**config.mk**
```make
export PLATFORM = sky130hd
export DESIGN_NAME = key_voice_bank
export DESIGN_NICKNAME = d
export VERILOG_FILES = /design/src/rtl/piano_pkg.sv /design/src/rtl/key_conditioner.sv /design/src/rtl/key_voice_bank.sv
export SDC_FILE = /design/constraint.sdc
export NUM_CORES = 1
export LEC_CHECK = 0
export ABC_CLOCK_PERIOD_IN_PS = 18830
export CORE_MARGIN = 2
export CORE_UTILIZATION = 47
export CTS_CLUSTER_SIZE = 8
export DETAILED_ROUTE_END_ITERATION = 10
export GPL_TIMING_DRIVEN = 0
export PLACE_DENSITY = 0.72
export SLEW_MARGIN = 20
export SYNTH_ARGS = -nofsm -noshare
export SYNTH_HDL_FRONTEND = slang
export SYNTH_SLANG_ARGS = --single-unit
export TNS_END_PERCENT = 1
```
**constraint.sdc**
```tcl
create_clock -name clk -period 18.83 [get_ports clk]
set_clock_uncertainty 0.15 [all_clocks]
set_input_delay 5.649 -clock clk [delete_from_list [all_inputs] [get_ports clk]]
set_output_delay 5.649 -clock clk [all_outputs]
set_load 0.01 [all_outputs]
```
**src/rtl/piano_pkg.sv**
```systemverilog
// Shared constants for the key/voice bank: LFSR seed, feedback tap masks and a clog2 helper.
package piano_pkg;

   localparam logic [15:0] SEED = 16'hACE1;

   // Bit (e-1) set for every x^e term: x^8+x^6+x^5+x^4+1 and x^16+x^15+x^13+x^4+1
   localparam logic [15:0] TAPS_8  = 16'h00B8;
   localparam logic [15:0] TAPS_16 = 16'hD008;

   function automatic int unsigned clog2(input int unsigned value);
      int unsigned result;
      result = 0;
      while ((32'd1 << result) < value) result++;
      return result;
   endfunction

endpackage

```
**src/rtl/key_conditioner.sv**
```systemverilog
// One key input: 2-flop synchronizer followed by a stable-count debouncer.
module key_conditioner
   import piano_pkg::*;
#(
   parameter int unsigned DEBOUNCE_CYC = 3
) (
   input  logic clk,
   input  logic reset,
   input  logic sw,
   output logic key_state
);

   localparam int unsigned CNT_W = (clog2(DEBOUNCE_CYC) > 0) ? clog2(DEBOUNCE_CYC) : 1;
   localparam logic [CNT_W-1:0] LAST = CNT_W'(DEBOUNCE_CYC - 1);

   logic             sync_meta_q;
   logic             sync_q;
   logic             key_q;
   logic             key_d;
   logic [CNT_W-1:0] cnt_q;
   logic [CNT_W-1:0] cnt_d;

   always_ff @(posedge clk or posedge reset) begin
      if (reset) begin
         sync_meta_q <= 1'b0;
         sync_q      <= 1'b0;
         key_q       <= 1'b0;
         cnt_q       <= '0;
      end else begin
         sync_meta_q <= sw;
         sync_q      <= sync_meta_q;
         key_q       <= key_d;
         cnt_q       <= cnt_d;
      end
   end

   // Any cycle where the synchronized level matches the accepted level restarts the count.
   always_comb begin
      cnt_d = '0;
      key_d = key_q;
      if (sync_q != key_q) begin
         if (cnt_q == LAST) begin
            key_d = sync_q;
         end else begin
            cnt_d = cnt_q + CNT_W'(1);
         end
      end
   end

   assign key_state = key_q;

endmodule

```
**src/rtl/key_voice_bank.sv**
```systemverilog
// Debounced key bank driving per-voice divided LFSR tone generators with a polyphony limit.
// Define KEY_VOICE_BANK_MIX_EN to build the voice mixer; otherwise mix_out is tied to 0.
module key_voice_bank
   import piano_pkg::*;
#(
   parameter int unsigned NUM_KEYS     = 8,
   parameter int unsigned LFSR_W       = 8,
   parameter int unsigned DEBOUNCE_CYC = 3,
   parameter int unsigned MAX_VOICES   = NUM_KEYS,
   parameter int unsigned DIV_W        = 12
) (
   input  logic                                  clk,
   input  logic                                  reset,
   input  logic [NUM_KEYS-1:0]                   sw,
   input  logic [NUM_KEYS*DIV_W-1:0]             div_cfg,
   output logic [NUM_KEYS-1:0]                   key_state,
   output logic [NUM_KEYS-1:0]                   voice_en,
   output logic [NUM_KEYS*LFSR_W-1:0]            lfsr_out,
   output logic [LFSR_W+clog2(NUM_KEYS+1)-1:0]   mix_out
);

   localparam logic [LFSR_W-1:0] SEED_W = SEED[LFSR_W-1:0];
   localparam logic [LFSR_W-1:0] TAPS_W =
      (LFSR_W == 16) ? TAPS_16[LFSR_W-1:0] : TAPS_8[LFSR_W-1:0];

   function automatic logic [LFSR_W-1:0] lfsr_step(input logic [LFSR_W-1:0] v);
      if (v == '0) return SEED_W;
      return {v[LFSR_W-2:0], ^(v & TAPS_W)};
   endfunction

   for (genvar k = 0; k < NUM_KEYS; k++) begin : g_key
      key_conditioner #(
         .DEBOUNCE_CYC(DEBOUNCE_CYC)
      ) u_cond (
         .clk      (clk),
         .reset    (reset),
         .sw       (sw[k]),
         .key_state(key_state[k])
      );
   end

   logic [NUM_KEYS-1:0]              en_q;
   logic [NUM_KEYS-1:0]              en_d;
   logic [NUM_KEYS-1:0][LFSR_W-1:0]  lfsr_q;
   logic [NUM_KEYS-1:0][LFSR_W-1:0]  lfsr_d;
   logic [NUM_KEYS-1:0][DIV_W-1:0]   cnt_q;
   logic [NUM_KEYS-1:0][DIV_W-1:0]   cnt_d;

   // Lowest-index pressed keys win the available voices.
   always_comb begin
      int unsigned taken;
      taken = 0;
      en_d  = '0;
      for (int k = 0; k < NUM_KEYS; k++) begin
         if (key_state[k] && (taken < MAX_VOICES)) begin
            en_d[k] = 1'b1;
            taken++;
         end
      end
   end

   always_comb begin
      logic [DIV_W-1:0] last;
      lfsr_d = '0;
      cnt_d  = '0;
      last   = '0;
      for (int k = 0; k < NUM_KEYS; k++) begin
         last = div_cfg[k*DIV_W +: DIV_W];
         if (last != '0) last = last - DIV_W'(1);
         if (en_d[k] && !en_q[k]) begin
            lfsr_d[k] = SEED_W;
         end else if (en_d[k]) begin
            lfsr_d[k] = lfsr_q[k];
            // A count above a freshly lowered limit falls through to 0 without stepping.
            if (cnt_q[k] < last) begin
               cnt_d[k] = cnt_q[k] + DIV_W'(1);
            end else if (cnt_q[k] == last) begin
               lfsr_d[k] = lfsr_step(lfsr_q[k]);
            end
         end
      end
   end

   always_ff @(posedge clk or posedge reset) begin
      if (reset) begin
         en_q   <= '0;
         lfsr_q <= '0;
         cnt_q  <= '0;
      end else begin
         en_q   <= en_d;
         lfsr_q <= lfsr_d;
         cnt_q  <= cnt_d;
      end
   end

   assign voice_en = en_q;
   assign lfsr_out = lfsr_q;

`ifdef KEY_VOICE_BANK_MIX_EN
   localparam int unsigned MIX_W = LFSR_W + clog2(NUM_KEYS + 1);

   logic [MIX_W-1:0] mix_q;
   logic [MIX_W-1:0] mix_d;

   always_comb begin
      mix_d = '0;
      for (int k = 0; k < NUM_KEYS; k++) begin
         if (en_q[k]) mix_d = mix_d + MIX_W'(lfsr_q[k]);
      end
   end

   always_ff @(posedge clk or posedge reset) begin
      if (reset) begin
         mix_q <= '0;
      end else begin
         mix_q <= mix_d;
      end
   end

   assign mix_out = mix_q;
`else
   assign mix_out = '0;
`endif

endmodule

```
==> flow_metrics.py <==
metrics = {
    "run_status": {
        "outcome": "finished, final reports clean",
    },
    "synth": {
        "synth_fa_ha_area_share_pct": 11.67,
        "synth_top_area_share_pct": 38.52,
        "synthXorXnorAreaFrac_pct": 10.81,
        "asyncSetResetFlopFracSynth_pct": 100.0,
        "synth-seq-cells": 208,
        "ys_top_cells_by_area": "dfrtp_1, ha_1, xnor2_1",
        "synth_edf_count": 0,
        "synth_top_family_by_area": "simple AND/OR/NAND/NOR gates",
        "synth_area_um2": 13510,
        "synth_area_leader_cell": "dfrtp_1",
        "synthMuxAreaShare_pct": 4.769,
        "yosysUniqueCellTypes": 69,
        "synth_compound_area_share_pct": 8.380,
        "yosys_warnings": 0,
        "synth_most_common_cell": "dfrtp_1",
        "ys.flop_type": "dfrtp_1",
        "synth_area_per_cell_um2": 9.429,
        "synthCells": 1433,
        "synth_common_cells": "dfrtp_1, nor2_1, ha_1, nand2_1, xnor2_1",
        "yosys.area_share.simple_pct": 21.56,
        "ys_seq_area_share_pct": 38.52,
    },
    "clock_network": {
        "cts_resized": 0,
        "cts_setup_buffers": 0,
        "cts_buffers": 30,
        "cts_tree": "built",
        "path_clk_slew_ps": 50,
        "clock_sinks": 208,
        "hold_buffers": 0,
        "clk_latency_ps": 540,
        "cts_htree_levels": 1,
        "cts_max_path_buffers": 3,
        "root_buffer": "clkbuf_16",
    },
    "global_route": {
        "grt_util_all_layers_pct": 19.80,
        "antenna_found_initial": 0,
        "grt_pass1_vias": 10950,
        "met3_usage_pct": 3.399,
        "grt_pass1_wl_um": 51090,
        "grt.met1_usage_pct": 25.80,
        "grt_max_degree": 105,
        "overflow": 0,
        "grt_use_met2_pct": 34.50,
        "grt-busiest-layer": "met2",
    },
    "worst_setup_path": {
        "crit_required_ps": 19110,
        "r2r-start": "g_key[1].u_cond.key_state",
        "start_kind": "input pin",
        "crit_start": "div_cfg[63]",
        "cp_max_fo": 10,
        "critical_path_class": "in -> reg",
        "crit_buf_inv": 2,
        "slowest_delay_ps": 620,
        "critPathTopFamily": "simple AND/OR/NAND/NOR gates",
        "cp_common_cell": "nor3_1",
        "worstSetupEndpointType": "register",
        "cp.arrival_ps": 9890,
        "cpMaxStageDelayCell": "or4_1",
        "crit_chain": "clkdlybuf4s50_1 > or4_1 > or3_1 > nor3_1 > nor2_1 > nand2_1 > xor2_1 > ha_1 > nand3_1 > a21oi_1 > o41ai_1 > clkbuf_1 > nor3_1 > a311oi_1",
    },
    "die": {
        "start_util_pct": 47.46,
        "rows": 62,
        "dieArea_um2": 30120,
        "io_pins": 198,
        "die_y_um": 173.6,
        "die_x_um": 173.6,
        "core_area_um2": 28470,
    },
    "pwr": {
        "p_seq_share_pct": 35.5,
        "p_sw_w": 0.0005937,
        "combPwrFrac_pct": 37.1,
        "p_sw_share_pct": 34.46,
        "power_density_nw_per_um2": 102.9,
        "peakVddDrop_mv": 0.08675,
        "p_clk_share_pct": 27.4,
        "leakagePower_nw": 7.406,
        "p_int_w": 0.001129,
    },
    "timing": {
        "min_period_ps": 9615,
        "period_share_pct": 51.06,
        "relSlewSlack_pct": 37.47,
        "hold_viol_final": 0,
        "drv_slew": 0,
        "finalSetupTns_ps": 0,
        "rsz0062_at_grt": "false",
        "fmax_ghz": 0.1040,
        "tightest_slew_ps": 938.0,
        "setup-violations-final": 0,
    },
    "drt": {
        "wl_um": 29450,
        "vias_per_cell": 5.336,
        "num_vias": 10930,
        "firstDrtPassIters": 5,
        "drt_iter0_drc": 563,
        "drtAntennaViolNets": 0,
        "wl_per_cell_um": 14.37,
        "drc_errors": 0,
    },
    "placed_design": {
        "portBuffers": 185,
        "dp_cells": 2015,
        "hpwl_um": 22570,
        "gp_congestion": 0.8650,
    },
    "flow_run": {
        "cap_violations": 0,
    },
    "layout": {
        "instances_no_fill": 2049,
        "drive_gt1_share_pct": 6.246,
        "fillers": 2510,
        "nNetsFinal": 1895,
        "syn2layout_area_growth_pct": 23.96,
        "n_antenna_cell": 0,
    },
    "min_path": {
        "hp-class": "reg -> reg",
        "min_from": "g_key[4].u_cond.sync_meta_q",
    },
}
power groups by stage:
stage,Clock (W),Combinational [W],Sequential (W)
global route,0.000506,0.000712,0.000627
global placement,0,0.000623,0.000616
finish,0.000473,0.000639,0.000612
detailed placement,0,0.000641,0.000618
CTS,0.000488,0.000645,0.000612
floorplan,0,0.000402,0.000612
cells in the final DEF, fill, tap and decap left out, types with 20 or more instances in the layout:
| cell type | synthesis | layout |
|---|---|---|
| xnor2_1 | 90 | 90 |
| nor3_1 | 61 | 61 |
| inv_1 | 84 | 83 |
| mux2i_1 | 43 | 43 |
| nor2b_1 | 23 | 23 |
| nand4_1 | 28 | 28 |
| clkbuf_1 | 19 | 20 |
| buf_4 | 21 | 21 |
| clkbuf_16 | 0 | 31 |
| nand3_1 | 63 | 63 |
| o21ai_0 | 35 | 35 |
| dfrtp_1 | 208 | 208 |
| nand2_1 | 90 | 90 |
| ha_1 | 126 | 126 |
| xor2_1 | 74 | 74 |
| clkdlybuf4s50_1 | 0 | 185 |
| nor2_1 | 167 | 167 |
| and3_1 | 41 | 41 |
| a21oi_1 | 49 | 49 |
kinds of logic after synthesis:
| family | count (synthesis) |
|---|---|
| other | 1 |
| multiplexers | 62 |
| flip-flops | 208 |
| adder cells (fa/ha/maj) | 126 |
| buffers and inverters | 128 |
| AND/OR/NAND/NOR | 576 |
| XOR/XNOR | 165 |
| AO/OA/AOI/OAI | 167 |
sequential cells by signal, indices dropped and copies added, names as in the netlist:
signal / count
cnt_q: 96
lfsr_out: 64
g_key.u_cond.cnt_q: 16
g_key.u_cond.key_state: 8
g_key.u_cond.sync_meta_q: 8
g_key.u_cond.sync_q: 8
voice_en: 8
worst paths after layout:
| check | to | slack [ps] | depth (start not counted) |
|---|---|---|---|
| worst min register to register | g_key[4].u_cond.sync_q | 190 | 0 |
| min in group asynchronous | lfsr_out[7] | 5270 | 2 |
| worst max-delay path | lfsr_out[45] | 9210 | 14 |
| max in group asynchronous | lfsr_out[12] | 12120 | 4 |
| worst max register to register | cnt_q[84] | 14460 | 17 |
| worst min-delay path | g_key[4].u_cond.sync_q | 190 | 0 |
cell type report:
cell class | instances | area, µm² | share of cell area (%)
plain buffers | 44 | 261.5 | 1.561
flip-flops and latches | 208 | 5205 | 31.08
clock buffers | 33 | 793.3 | 4.736
repair buffers | 187 | 1907 | 11.39
clock inverters | 1 | 7.507 | 0.04482
well taps | 384 | 480.5 | 2.869
inverters | 84 | 322.8 | 1.927
multi-input cells | 1108 | 7771 | 46.40
routing by layer:
metal  part of all wire (%)  up-vias
met4                    1.7        0
met3                    4.8       43
met5                      0        -
met2                     48      203
li1                       -     5464
met1                     45     5223
per-stage QoR:
step	power [W]	worst slack [ps]	instance area [µm²]	util, %	hold WS [ps]
after floorplan	0.001013	7350	13550	-	181.2
after global placement	0.001239	4609	15890	55.80	181.7
after detailed placement	0.001259	8709	15950	56.02	184.7
after CTS	0.001745	9263	16750	58.83	193.7
after global routing	0.001846	8895	16750	58.83	200.0
final	0.001723	9215	16750	58.83	193.2
Note: power is estimated with default switching activity, not from simulation.
